<file path="config.mk">
export PLATFORM = sky130hd
export DESIGN_NAME = sram_controller_flat
export DESIGN_NICKNAME = d
export VERILOG_FILES = /design/src/rtl/sram_ctrl_pkg.sv /design/src/rtl/sram_controller_if.sv /design/src/rtl/sram_controller.sv /design/src/flat_wrapper.sv
export SDC_FILE = /design/constraint.sdc
export NUM_CORES = 1
export LEC_CHECK = 0
export ABC_AREA = 0
export CORE_ASPECT_RATIO = 0.8
export CORE_MARGIN = 2
export CORE_UTILIZATION = 33
export CTS_BUF_LIST = sky130_fd_sc_hd__clkbuf_8
export CTS_CLUSTER_SIZE = 8
export DETAILED_ROUTE_END_ITERATION = 6
export PLACE_DENSITY = 0.81
export SLEW_MARGIN = 0
export SYNTH_ARGS = -nofsm -noshare
export SYNTH_HDL_FRONTEND = slang
export SYNTH_SLANG_ARGS = --single-unit
</file>
<file path="constraint.sdc">
create_clock -name clk -period 2.6 [get_ports clk]
set_clock_uncertainty 0.1 [all_clocks]
set_input_delay 0.65 -clock clk [delete_from_list [all_inputs] [get_ports clk]]
set_output_delay 0.65 -clock clk [all_outputs]
set_load 0.02 [all_outputs]
</file>
<file path="src/rtl/sram_ctrl_pkg.sv">
// -----------------------------------------------------------------------------
// sram_ctrl_pkg
//
// Shared definitions for the MEM-stage SRAM controller: the access FSM state
// encoding, the SRAM and CPU bus widths, and small helpers that keep the address
// mapping and state classification in one place.
// -----------------------------------------------------------------------------
package sram_ctrl_pkg;

    // External asynchronous SRAM: 256K x 16.
    localparam int SRAM_AW = 18;
    localparam int SRAM_DW = 16;

    // CPU-side request bus.
    localparam int CPU_AW = 32;
    localparam int CPU_DW = 32;

    // One CPU word is two SRAM half-words, so the word index is one bit
    // narrower than the SRAM address.
    localparam int WORD_IW = SRAM_AW - 1;

    typedef enum logic [2:0] {
        IDLE  = 3'd0,
        RD_LO = 3'd1,
        RD_HI = 3'd2,
        WR_LO = 3'd3,
        WR_HI = 3'd4,
        DONE  = 3'd5
    } state_e;

    // True for the four states that hold the SRAM bus for a timed phase.
    function automatic logic is_phase_state(input state_e s);
        return (s == RD_LO) || (s == RD_HI) || (s == WR_LO) || (s == WR_HI);
    endfunction

    // CPU byte address -> SRAM word index. Addresses below the base wrap
    // around; only the low WORD_IW bits of the word offset are kept.
    function automatic logic [WORD_IW-1:0] word_index(
        input logic [CPU_AW-1:0] addr,
        input logic [CPU_AW-1:0] base
    );
        return WORD_IW'((addr - base) >> 2);
    endfunction

endpackage : sram_ctrl_pkg

</file>
<file path="src/rtl/sram_controller_if.sv">
// -----------------------------------------------------------------------------
// sram_controller_if
//
// MEM-stage request bus between the pipeline (master) and the SRAM
// controller (slave).
//   rd_en    master->slave  load request
//   wr_en    master->slave  store request
//   addr     master->slave  word-aligned CPU byte address
//   wr_data  master->slave  store data
//   rd_data  slave->master  load data, valid while ready is high after a read
//   ready    slave->master  low while a request is in flight (freeze = ~ready)
// -----------------------------------------------------------------------------
interface sram_controller_if;

    logic                              rd_en;
    logic                              wr_en;
    logic [sram_ctrl_pkg::CPU_AW-1:0]  addr;
    logic [sram_ctrl_pkg::CPU_DW-1:0]  wr_data;
    logic [sram_ctrl_pkg::CPU_DW-1:0]  rd_data;
    logic                              ready;

    modport master (
        output rd_en,
        output wr_en,
        output addr,
        output wr_data,
        input  rd_data,
        input  ready
    );

    modport slave (
        input  rd_en,
        input  wr_en,
        input  addr,
        input  wr_data,
        output rd_data,
        output ready
    );

endinterface : sram_controller_if

</file>
<file path="src/rtl/sram_controller.sv">
// -----------------------------------------------------------------------------
// sram_controller
//
// Serves 32-bit MEM-stage loads and stores from a 16-bit asynchronous SRAM as
// two half-word accesses (low half first). Each half-word phase holds the SRAM
// bus for PHASE_CYCLES cycles; ready is dropped for the whole access so the
// pipeline freezes, then pulses high for one DONE cycle.
//
// Parameters
//   BASE_ADDR     CPU byte address mapped to SRAM word 0
//   PHASE_CYCLES  cycles per half-word phase (>= 1)
//
// Ports
//   clk          system clock, rising edge
//   rst          synchronous active-high reset
//   bus          request bus (slave side): rd_en, wr_en, addr, wr_data,
//                rd_data, ready
//   sram_addr    SRAM half-word address
//   sram_dq_out  write data to the DQ pad
//   sram_dq_in   read data from the DQ pad
//   sram_dq_oe   pad output enable, 1 = controller drives DQ
//   sram_we_n    SRAM write strobe, active-low
// -----------------------------------------------------------------------------
module sram_controller
    import sram_ctrl_pkg::*;
#(
    parameter logic [CPU_AW-1:0] BASE_ADDR    = 32'd1024,
    parameter int unsigned       PHASE_CYCLES = 2
) (
    input  logic                clk,
    input  logic                rst,
    sram_controller_if.slave    bus,
    output logic [SRAM_AW-1:0]  sram_addr,
    output logic [SRAM_DW-1:0]  sram_dq_out,
    input  logic [SRAM_DW-1:0]  sram_dq_in,
    output logic                sram_dq_oe,
    output logic                sram_we_n
);

    // Phase counter wide enough to hold PHASE_CYCLES-1 (one bit minimum).
    localparam int              PW         = $clog2(PHASE_CYCLES) + 1;
    localparam logic [PW-1:0]   PHASE_LAST = PW'(PHASE_CYCLES - 1);

    state_e                 state_q, state_d;
    logic [PW-1:0]          phase_q, phase_d;
    logic [CPU_DW-1:0]      rd_data_q, rd_data_d;

    logic                   phase_done;
    logic [WORD_IW-1:0]     word_idx;

    // Last cycle of the current half-word phase. Only meaningful in the
    // four timed states; elsewhere the counter sits at zero.
    assign phase_done = (phase_q == PHASE_LAST);

    // The request inputs are frozen by the pipeline while ready is low, so
    // the address is decoded live rather than latched at request time.
    assign word_idx = word_index(bus.addr, BASE_ADDR);

    // -------------------------------------------------------------------------
    // State register
    // -------------------------------------------------------------------------
    // NOTE: state flops are written with non-blocking assignments only, so
    // every flop samples the pre-edge value of every other flop.
    always_ff @(posedge clk) begin
        if (rst) begin
            state_q   <= IDLE;
            phase_q   <= '0;
            rd_data_q <= '0;
        end else begin
            state_q   <= state_d;
            phase_q   <= phase_d;
            rd_data_q <= rd_data_d;
        end
    end

    // -------------------------------------------------------------------------
    // Next-state logic
    // -------------------------------------------------------------------------
    // NOTE: every signal assigned in a combinational block gets a default on
    // the first line, so no path through the case can infer a latch.
    always_comb begin
        state_d = state_q;
        case (state_q)
            IDLE: begin
                // A simultaneous read and write is served as a read only.
                if (bus.rd_en) begin
                    state_d = RD_LO;
                end else if (bus.wr_en) begin
                    state_d = WR_LO;
                end
            end
            RD_LO: if (phase_done) state_d = RD_HI;
            RD_HI: if (phase_done) state_d = DONE;
            WR_LO: if (phase_done) state_d = WR_HI;
            WR_HI: if (phase_done) state_d = DONE;
            DONE:  state_d = IDLE;
            default: state_d = IDLE;
        endcase
    end

    // Phase counter: counts cycles within a timed state and is cleared on
    // every state change, so each phase starts from zero.
    always_comb begin
        phase_d = '0;
        if (is_phase_state(state_q) && (state_d == state_q)) begin
            phase_d = phase_q + PW'(1);
        end
    end

    // Read capture: each half is sampled on the last cycle of its phase, when
    // the asynchronous SRAM has had the longest time to settle.
    always_comb begin
        rd_data_d = rd_data_q;
        if (phase_done) begin
            case (state_q)
                RD_LO:   rd_data_d[15:0]  = sram_dq_in;
                RD_HI:   rd_data_d[31:16] = sram_dq_in;
                default: rd_data_d        = rd_data_q;
            endcase
        end
    end

    // -------------------------------------------------------------------------
    // Output decode (Moore on state, except ready in IDLE)
    // -------------------------------------------------------------------------
    always_comb begin
        sram_addr   = '0;
        sram_dq_out = '0;
        sram_dq_oe  = 1'b0;
        sram_we_n   = 1'b1;
        bus.ready   = 1'b0;
        case (state_q)
            IDLE: begin
                // Combinational so a new request freezes the pipeline in the
                // same cycle it is presented.
                bus.ready = ~(bus.rd_en | bus.wr_en);
            end
            RD_LO: begin
                sram_addr = {word_idx, 1'b0};
            end
            RD_HI: begin
                sram_addr = {word_idx, 1'b1};
            end
            WR_LO: begin
                sram_addr   = {word_idx, 1'b0};
                sram_dq_out = bus.wr_data[15:0];
                sram_dq_oe  = 1'b1;
                sram_we_n   = 1'b0;
            end
            WR_HI: begin
                sram_addr   = {word_idx, 1'b1};
                sram_dq_out = bus.wr_data[31:16];
                sram_dq_oe  = 1'b1;
                sram_we_n   = 1'b0;
            end
            DONE: begin
                bus.ready = 1'b1;
            end
            default: begin
                bus.ready = 1'b0;
            end
        endcase
    end

    assign bus.rd_data = rd_data_q;

endmodule : sram_controller

</file>
<file path="src/flat_wrapper.sv">
// flat-port wrapper written by rule: the top's interface ports become plain ports
module sram_controller_flat import sram_ctrl_pkg::*;
#(
    parameter logic [CPU_AW-1:0] BASE_ADDR    = 32'd1024,
    parameter int unsigned       PHASE_CYCLES = 2
)
  (clk, rst, sram_addr, sram_dq_out, sram_dq_in, sram_dq_oe, sram_we_n, bus_rd_en, bus_wr_en, bus_addr, bus_wr_data, bus_rd_data, bus_ready);
  sram_controller_if bus_i ();
  input  logic clk;
  input  logic rst;
  output logic [SRAM_AW-1:0] sram_addr;
  output logic [SRAM_DW-1:0] sram_dq_out;
  input  logic [SRAM_DW-1:0] sram_dq_in;
  output logic sram_dq_oe;
  output logic sram_we_n;
  input wire logic [$bits(bus_i.rd_en)-1:0] bus_rd_en;
  input wire logic [$bits(bus_i.wr_en)-1:0] bus_wr_en;
  input wire logic [$bits(bus_i.addr)-1:0] bus_addr;
  input wire logic [$bits(bus_i.wr_data)-1:0] bus_wr_data;
  output wire logic [$bits(bus_i.rd_data)-1:0] bus_rd_data;
  output wire logic [$bits(bus_i.ready)-1:0] bus_ready;
  assign bus_i.rd_en = bus_rd_en;
  assign bus_i.wr_en = bus_wr_en;
  assign bus_i.addr = bus_addr;
  assign bus_i.wr_data = bus_wr_data;
  assign bus_rd_data = bus_i.rd_data;
  assign bus_ready = bus_i.ready;
  sram_controller #(.BASE_ADDR(BASE_ADDR), .PHASE_CYCLES(PHASE_CYCLES)) u_core (.clk(clk), .rst(rst), .bus(bus_i), .sram_addr(sram_addr), .sram_dq_out(sram_dq_out), .sram_dq_in(sram_dq_in), .sram_dq_oe(sram_dq_oe), .sram_we_n(sram_we_n));
endmodule
</file>
# == Word-level counts from Yosys, hierarchy flattened ==
# Cells that the tools add are included.
# op_classes
n_addsub,2
n_eq_ne,7
muxes,11
bitwise_logic,3
reduce_logical,11
# ops
operator,n
one-hot mux 18 bit (2 select lines),1
one-hot mux 16 bit (2 select lines),1
subtractor 19 x 11 -> 19 bit (second input constant),1
two-way mux 3 bit,5
one-hot mux 3 bit (4 select lines),1
OR reduction 2 bit,4
equality test 3 x 2 -> 1 bit (second input constant),2
equality test 3 bit (second input constant),2
AND reduction 2 bit,2
equality test 3 x 1 -> 1 bit (second input constant),1
equality test 3 bit,1
logical NOT 3 bit,1
logical OR 1 bit,3
adder 2 x 1 -> 2 bit (second input constant),1
equality test 2 x 1 -> 1 bit (second input constant),1
two-way mux 1 bit,2
inverter 1 bit,2
one-hot mux 1 bit (2 select lines),1
logical AND 1 bit,1
bitwise OR 1 bit,1
# word_totals
regBits,37
in_bits,84
word_cells,38

# == Logic depth before layout (Yosys ltp) ==
# depth
depth_word,7
mapped_depth,8
mapped_depth_nobuf,5

# == Least setup slack after synthesis ==
# No wires, ideal clock.
# synth_path
path_type,input-to-output
start,input bus_addr[10]
end,output sram_addr[17]
arrival_ns,2.040
required_ns,1.850
path_slack_ns,-0.190
cell_stages,5
path_buffers,0
path_cell_list,inv_1 -> ha_1 -> or3b_1 -> or4_1 -> a21oi_1
# synth_via
elab_chain_cells,2
# synth_rtl
item,line_no,text
"start, declared",flat_wrapper.sv:18,input wire logic [$bits(bus_i.addr)-1:0] bus_addr;
subtractor 19 x 11 -> 19 bit,sram_ctrl_pkg.sv:42,return WORD_IW'((addr - base) >> 2);
one-hot mux 18 bit (2 select lines),sram_controller.sv:132,case (state_q)
"end, declared",flat_wrapper.sv:11,output logic [SRAM_AW-1:0] sram_addr;
# No other way between the ends.

# == Final worst setup path ==
# layout_path
start,input bus_addr[10]
end,output sram_addr[14]
# The elaborated chain is that of the path after synthesis.

==> run metrics <==
crit end category primary output; crit path DAT 2.02 ns; FF+latch count, synth 37; clock sinks 37; Cell Pwr Density 446.3 mW/mm2; CTS clk-pin slew, worst paths 0.07 ns; Layout Nets 474; Ys Warns 0; Crit Path Category in -> out; FP Rows 24; slack of the critical path -0.1711 ns; vias in the first global route 2,128; Yosys cell types 37; pin count of the biggest net entering global routing 23; Total GRT Usage 0.1916; maximum vdd drop 239.0 uV; crit path capture sram_addr[14]; IO buf count 137; Post-DP HPWL 4575 um; Routed WL per cell 13.65 um; first-pass GRT wire length 9646 um; CTS Buffer Depth 2; share of cells above drive strength 1 0.1774; fin cells 454; vias 2,274; Post-synth top cells nand2_1 (65), dfxtp_1 (37), a21oi_1 (36), a22o_1 (16); total wire length 6195 um; number of I/O pins 153; Starting Density 0.3382; Cell Area, Synth 0.001828 mm2; most numerous cell in the Yosys netlist nand2_1; Req. time, crit path 1.85 ns; Root Buffer clkbuf_8; worst r2r dst u_core.bus.rd_data[7]; largest fanout on the critical path 5; slack of the worst reg-to-reg path 0.89 ns; Starting DRT DRC Count 89; worst hold path type reg -> reg; Core Area 0.005405 mm2; total die area 0.006154 mm2; CTS tree yes; Tmin final 2.771 ns; pre-CTS setup slack -1.055 ns; crit path launch bus_addr[10]; synthesis-to-finish area growth 94.39%; slew margin rel. 0.7451; sequential area share after synthesis 0.4052; Worst-Skew Late Latency 0.28 ns; setup violators final 5; DP Cell Count 443; CTS H-tree lvls 2; GRT Residual Overflow 0; RD Place Congestion 0.7249; total CTS buffers 5; first-pass iteration count of the detailed router 4; fmax 0.3609 GHz; Mapped Nets 321; ANT nets after route 0; die width 87.21 um; startpoint types input pin; fin. max-slew vios 0; DRC Markers 0; P_leak 0.001448 uW; crit share post-route 1.066; Worst Max-Slew Pin Slew 0.3824 ns; top cell type's share of synthesized area 0.4052; status finished with violations; mean post-synth cell area 7.779 um2; failing checks negative setup slack; hold violation total from the final report 0; post-synth top area cell dfxtp_1; Critical R2R Launch u_core.phase_q[0]; leading post-synthesis cells by cell area dfxtp_1 (41%), nand2_1 (13%), a21oi_1 (9.9%), a22o_1 (7.7%), and3_1 (3.1%); number of inserted diodes 0; Synth Instances 235; EDFF count, synth 0; unrepaired setup endpoints after global routing yes; reg2reg path depth 4; MaxCap Viol Count 0; initial antenna violation count 0; drt via density 5.009; post-layout power 1586 uW; Post-synth top flop dfxtp_1; overall die height 70.57 um; Synth async-reset ratio 0
-- kinds of logic after synthesis --
kind of cell,Yosys count,synth area share
buffers and inverters,26,0.06434
and+or+nand+nor,100,0.2669
AOI/OAI and AO/OA,66,0.2300
DFF,37,0.4052
muxes,1,0.005476
xor gates and xnor gates,3,0.01438
adders and majority gates,2,0.01369
-- where the power goes --
group	total (uW)	internal [uW]	switching, uW
clock	380	182	198
combinational	594	305	289
sequential	612	593	19.2
total	1590	1080	507
-- per-stage QoR --
stage | setup TNS (ns) | hold slack, ns | area, um2 | utilization
detailed placement | -6.748 | 0.3169 | 3422 | 0.6331
CTS | -0.7439 | 0.3318 | 3527 | 0.6525
floorplan | -0.02809 | 0.3049 | 1853 | -
finish | -0.6374 | 0.3359 | 3553 | 0.6574
global placement | -6.504 | 0.3111 | 3422 | 0.6331
global route | -0.8587 | 0.3750 | 3553 | 0.6574
-- sequential cells by signal, indices dropped and copies added (netlist names) --
register            flops
u_core.bus.rd_data     32
u_core.phase_q          2
u_core.state_q          3
-- cell type report --
| type | count | area [um2] |
|---|---|---|
| clock buffers | 5 | 68.82 |
| clock inverters | 3 | 13.76 |
| fillers | 468 | 1852 |
| inverters | 5 | 23.77 |
| multi-input cells | 172 | 1050 |
| flip-flops and latches | 37 | 740.7 |
| well taps | 65 | 81.33 |
| repair buffers | 167 | 1575 |
-- cell usage in the layout (no fill, tap or decap), types with 5 or more instances in the layout --
cell type        instances
clkdlybuf4s50_1         94
a22o_1                  16
a21oi_1                 33
nor2_1                   9
dfxtp_1                 37
dlygate4sd2_1           29
buf_4                   30
clkbuf_8                 5
clkdlybuf4s15_1          5
and3_1                   8
nand2_1                 65
-- what timing repair did --
action / 4_1_cts / 5_1_grt
setup buffers: 3 / 0
hold buffers: 0 / 0
endpoints found under the setup margin: 36 / 6
pin swaps: 9 / 5
gates resized for setup: 92 / 10
-- routing by layer --
metal / track usage / part of all wire / vias up
met1: 0.2355 / 0.43 / 1049
met3: 0.04317 / 0.070 / 9
met5: 0 / 0 / -
met2: 0.3350 / 0.49 / 98
met4: 0.05641 / 0.012 / 0
li1: - / - / 1118
-- critical path, stage by stage --
cell and delay [ns]:
buf_8 0.10, buf_6 0.10, or4_4 0.56, or3_4 0.35
a21oi_2 0.13, buf_6 0.13
-- worst min-delay path by stage --
stage | from | to | slack, ns | depth (start not counted)
4_1_cts | u_core.phase_q[0] | u_core.phase_q[0] | 0.33 | 1
6_report | u_core.phase_q[0] | u_core.phase_q[0] | 0.34 | 1
2_1_floorplan | u_core.phase_q[0] | u_core.phase_q[0] | 0.30 | 1
3_3_place_gp | u_core.phase_q[0] | u_core.phase_q[0] | 0.31 | 1
3_5_place_dp | u_core.phase_q[0] | u_core.phase_q[0] | 0.32 | 1
5_1_grt | u_core.bus.rd_data[18] | u_core.bus.rd_data[18] | 0.37 | 2
(Power assumes the default switching activity.)
